`config.mk`:
```
export PLATFORM = sky130hd
export DESIGN_NAME = player_input_debouncer
export DESIGN_NICKNAME = d
export VERILOG_FILES = /design/src/rtl/player_input_debouncer_pkg.sv /design/src/rtl/player_input_debouncer_channel.sv /design/src/rtl/player_input_debouncer.sv
export SDC_FILE = /design/constraint.sdc
export NUM_CORES = 1
export LEC_CHECK = 0
export BUFFER_PORTS_ARGS = -buffer_cell sky130_fd_sc_hd__buf_2
export CAP_MARGIN = 20
export CORE_MARGIN = 4
export CORE_UTILIZATION = 40
export CTS_CLUSTER_SIZE = 30
export DETAILED_ROUTE_END_ITERATION = 16
export GPL_ROUTABILITY_DRIVEN = 0
export SYNTH_ARGS = -nofsm -noshare
export SYNTH_HDL_FRONTEND = slang
export SYNTH_SLANG_ARGS = --single-unit
```
`constraint.sdc`:
```
create_clock -name clk -period 1.26 [get_ports clk]
set_input_delay 0.126 -clock clk [delete_from_list [all_inputs] [get_ports clk]]
set_output_delay 0.126 -clock clk [all_outputs]
set_load 0.01 [all_outputs]
```
`src/rtl/player_input_debouncer_pkg.sv`:
```
// Shared definitions for the player button debouncer: synchronizer depth,
// per-channel FSM state encodings and a small state-decode helper.
package player_input_debouncer_pkg;

  localparam int SYNC_DEPTH = 2;

  localparam logic [1:0] ST_RELEASED        = 2'd0;
  localparam logic [1:0] ST_CONFIRM_PRESS   = 2'd1;
  localparam logic [1:0] ST_PRESSED         = 2'd2;
  localparam logic [1:0] ST_CONFIRM_RELEASE = 2'd3;

  typedef enum logic [1:0] {
    RELEASED        = ST_RELEASED,
    CONFIRM_PRESS   = ST_CONFIRM_PRESS,
    PRESSED         = ST_PRESSED,
    CONFIRM_RELEASE = ST_CONFIRM_RELEASE
  } debState_e;

  // The debounced level stays high while a release is still being confirmed.
  function automatic logic isDown(input debState_e s);
    return (s == PRESSED) || (s == CONFIRM_RELEASE);
  endfunction

endpackage

```
`src/rtl/player_input_debouncer_channel.sv`:
```
// One debounce path: inverting 2-flop synchronizer feeding a confirm-counter
// FSM with registered level and press-pulse outputs.
module debounce_channel
  import player_input_debouncer_pkg::*;
#(
  parameter int DEBOUNCE_COUNT = 8
) (
  input  logic clk,
  input  logic reset,
  input  logic raw_n_in,
  output logic level_out,
  output logic press_out
);

  localparam int CW = $clog2(DEBOUNCE_COUNT + 1);
  localparam logic [CW-1:0] CNT_ONE  = CW'(1);
  localparam logic [CW-1:0] CNT_LAST = CW'(DEBOUNCE_COUNT - 1);

  logic [SYNC_DEPTH-1:0] sync_q;
  logic                  sample;
  debState_e             state_q, state_d;
  logic [CW-1:0]         cnt_q, cnt_d;
  logic                  level_q, press_q;

  always_ff @(posedge clk or posedge reset) begin
    if (reset) begin
      sync_q <= '0;
    end else begin
      sync_q <= {sync_q[SYNC_DEPTH-2:0], ~raw_n_in};
    end
  end

  assign sample = sync_q[SYNC_DEPTH-1];

  always_comb begin
    state_d = state_q;
    cnt_d   = cnt_q;
    case (state_q)
      RELEASED: begin
        if (sample) begin
          state_d = CONFIRM_PRESS;
          cnt_d   = CNT_ONE;
        end else begin
          cnt_d = '0;
        end
      end
      CONFIRM_PRESS: begin
        if (!sample) begin
          state_d = RELEASED;
          cnt_d   = '0;
        end else if (cnt_q == CNT_LAST) begin
          state_d = PRESSED;
          cnt_d   = '0;
        end else begin
          cnt_d = cnt_q + CNT_ONE;
        end
      end
      PRESSED: begin
        if (!sample) begin
          state_d = CONFIRM_RELEASE;
          cnt_d   = CNT_ONE;
        end else begin
          cnt_d = '0;
        end
      end
      CONFIRM_RELEASE: begin
        if (sample) begin
          state_d = PRESSED;
          cnt_d   = '0;
        end else if (cnt_q == CNT_LAST) begin
          state_d = RELEASED;
          cnt_d   = '0;
        end else begin
          cnt_d = cnt_q + CNT_ONE;
        end
      end
      default: begin
        state_d = RELEASED;
        cnt_d   = '0;
      end
    endcase
  end

  // Outputs are registered from the next state so they change on the same
  // edge the FSM accepts a level, with no extra cycle of latency.
  always_ff @(posedge clk or posedge reset) begin
    if (reset) begin
      state_q <= RELEASED;
      cnt_q   <= '0;
      level_q <= 1'b0;
      press_q <= 1'b0;
    end else begin
      state_q <= state_d;
      cnt_q   <= cnt_d;
      level_q <= isDown(state_d);
      press_q <= (state_q == CONFIRM_PRESS) && (state_d == PRESSED);
    end
  end

  assign level_out = level_q;
  assign press_out = press_q;

endmodule

```
`src/rtl/player_input_debouncer.sv`:
```
// Two-player button front end: one independent debounce channel per button,
// no shared state and no arbitration between players.
module player_input_debouncer
  import player_input_debouncer_pkg::*;
#(
  parameter int DEBOUNCE_COUNT = 8
) (
  input  logic clk,
  input  logic reset,
  input  logic btn1_n_in,
  input  logic btn2_n_in,
  output logic req1_out,
  output logic req2_out,
  output logic press1_out,
  output logic press2_out
);

  debounce_channel #(
    .DEBOUNCE_COUNT(DEBOUNCE_COUNT)
  ) u_chan1 (
    .clk      (clk),
    .reset    (reset),
    .raw_n_in (btn1_n_in),
    .level_out(req1_out),
    .press_out(press1_out)
  );

  debounce_channel #(
    .DEBOUNCE_COUNT(DEBOUNCE_COUNT)
  ) u_chan2 (
    .clk      (clk),
    .reset    (reset),
    .raw_n_in (btn2_n_in),
    .level_out(req2_out),
    .press_out(press2_out)
  );

endmodule

```
==> impl_metrics.yaml <==
outcome:
  status: "finished with violations"
  violations: "setup timing"
clock_network:
  h-tree-depth: 1
  cts.clk_slew.worst_paths_ns: 0.10
  cts_buffer_depth: 2
  cts_buffers: 3
  cts_tree: "done"
  clk_latency_ns: 0.28
  cts_sinks: 20
  cts_root_buf: "clkbuf_4"
critical_path:
  critPathArrivalTime_ns: 1.48
  cp_slowest_cell: "dfrtp_1"
  cp-endpoint: "u_chan1.state_q[1]"
  cp.required_ns: 1.44
  reg2reg_slack_ns: -0.04
  crit_fanout: 4
  path_delay_family: "flip-flops"
  r2r_cells: 4
  worstSetupStartpointType: "register"
  worst-setup-path-type: "reg2reg"
  crit-reg2reg-capture: "u_chan1.state_q[1]"
  crit_start: "u_chan1.cnt_q[1]"
  reg2reg_from: "u_chan1.cnt_q[1]"
  cp_num_cells: 4
  crit_buf_inv: 0
  end_kind: "register"
  max_stage_delay_ns: 0.40
  crit_chain: "ha_2 > and3b_2 > nand2_4 > mux2_4"
synth:
  yosysSeqAreaShare_pct: 64.9
  synth_ff_type: "dfrtp_1"
  synth.net_count: 65
  yosys_warnings: 0
  ys_async_sr_fraction_pct: 100
  synthesis.area_um2: 771
  netlist_top_cells_area: "dfrtp_1, mux2_1, ha_1"
  synth_cells: 59
  yosys.area.top_type_share_pct: 64.9
  synth-edff-count: 0
  yosysMostFrequentCell: "dfrtp_1"
  ys_types: 17
  ys_ff_latch: 20
  postSynthAreaPerCell_um2: 13.1
  yosys.area.top_type: "dfrtp_1"
  netlist_top_cells_count: "dfrtp_1, nor2_1, mux2_1"
min_path:
  min_path_type: "reg2reg"
timing:
  fmax_mhz: 767
  final.period_utilization_pct: 103
  finalSetupViolations: 4
  slew_violations: 0
  rsz0062_at_grt: "yes"
  fin_skew_ns: 0.000528
  worst_pin_slew_ns: 0.271
  hold_violations: 0
  fin_ws_ns: -0.0436
  finalCriticalPeriod_ns: 1.30
  max-slew-margin-rel_pct: 81.9
floorplanning:
  core-area_um2: 1780
  std_cell_rows: 15
  die_y_um: 51.9
  die_w_um: 51.9
  die_area_um2: 2690
  ios: 8
  start_util_pct: 43.2
global_route:
  grt.total_usage_pct: 10.7
  antenna_found_initial: 0
  grt_overflow: 0
  grt_max_degree: 21
  grt_pass1_wl_mm: 2.10
  grt_pass1_vias: 477
placed_design:
  hpwlAfterDp_um: 722
  io_buffers: 7
  dp_cells: 95
  post-place-ws_ns: -0.0443
  place_area_um2: 872
power_and_ir_drop:
  power.density_nw_per_um2: 1060
  p_leak_uw: 0.000526
  peakVddDrop_uv: 549
finish:
  nFillCells: 153
  finalInstanceArea_um2: 977
  n_antenna_cell: 0
  drive_above_1_share_pct: 36.7
  final_nets: 87
  syn2layout_area_growth_pct: 26.8
  instances_no_fill: 104
route:
  routed.top_layer: "met4"
  ant_nets: 0
  vias: 466
  drt_iter0_markers: 0
  wl_met3_um: 36
  drt-met1-wl_um: 532
  drt-total-wl_mm: 1.11
  route.detailed.drc: 0
  drt_first_pass_iters: 1
  post_drt_wl_per_cell_um: 10.7
  met2WireLength_um: 523
  via_per_inst: 4.48
flow_run:
  drv_cap: 0
kinds of logic after synthesis:
group | synth area share (%)
xor+xnor | 4.55
mux | 8.44
flops | 64.9
fa+ha+maj | 3.25
buf+inv | 1.46
simple gates | 16.1
compound gates | 1.30
registers in the layout (all words and copies together) (netlist names):
register and cells:
u_chan1.state_q 2, u_chan1.sync_q 2, u_chan2.level_out 1, u_chan1.cnt_q 4
u_chan1.level_out 1, u_chan2.cnt_q 4, u_chan2.sync_q 2, u_chan2.state_q 2
u_chan2.press_out 1, u_chan1.press_out 1
metrics by stage:
step / hold WS (ns) / setup TNS (ns) / utilization, % / total power (uW)
2_1_floorplan: 0.0898 / 0 / - / 720
3_5_place_dp: 0.159 / -0.151 / 48.9 / 745
5_1_grt: 0.371 / -0.414 / 54.8 / 1080
4_1_cts: 0.361 / -0.139 / 53.5 / 1040
6_report: 0.359 / -0.147 / 54.8 / 1030
3_3_place_gp: 0.155 / -0.111 / 48.9 / 743
repair_timing:
item                       CTS  global route
pin swaps                    1             1
hold endpoints to repair    22             0
hold buffers                 3             0
setup endpoints to repair    4             6
buffers inserted             2             1
gates resized for setup      4             5
worst min path at each step:
stage / startpoint / to / cells after the start
6_report: u_chan1.sync_q[0] / u_chan1.sync_q[1] / 0
5_1_grt: u_chan1.sync_q[0] / u_chan1.sync_q[1] / 0
4_1_cts: u_chan1.sync_q[0] / u_chan1.sync_q[1] / 0
3_5_place_dp: reset / u_chan2.level_out / 3
3_3_place_gp: reset / u_chan2.press_out / 3
2_1_floorplan: reset / u_chan1.cnt_q[0] / 1
cell usage in the layout (no fill, tap or decap):
cell / n
nand2_4: 2
dfrtp_1: 20
nor2_1: 5
dlygate4sd3_1: 3
buf_4: 7
nand2_1: 2
clkbuf_4: 3
and2_1: 3
buf_2: 7
mux2_4: 4
nor2_2: 1
and3_1: 2
nor3b_1: 2
ha_2: 2
and2_2: 1
nand3_1: 2
xor2_1: 2
and3b_2: 2
xnor2_1: 2
mux2i_1: 2
o21ai_0: 2
inv_1: 3
where the power goes:
part	internal [uW]	switching, uW	total (uW)
sequential	661	15.8	677
clock	111	172	283
combinational	39.6	32.0	71.6
total	812	220	1030
layer usage:
metal	global-route usage, %	vias up
met5	0	-
met4	6.55	0
met3	2.58	2
met2	14.9	5
met1	14.9	224
li1	-	235
layout make-up:
class / instances / area (um2) / area share, %
inverters: 3 / 11.3 / 1.15
flip-flops and latches: 20 / 500 / 51.2
multi-input cells: 36 / 294 / 30.1
well taps: 25 / 31.3 / 3.20
clock buffers: 3 / 22.5 / 2.30
repair buffers: 17 / 118 / 12.0
(Power assumes the default switching activity.)
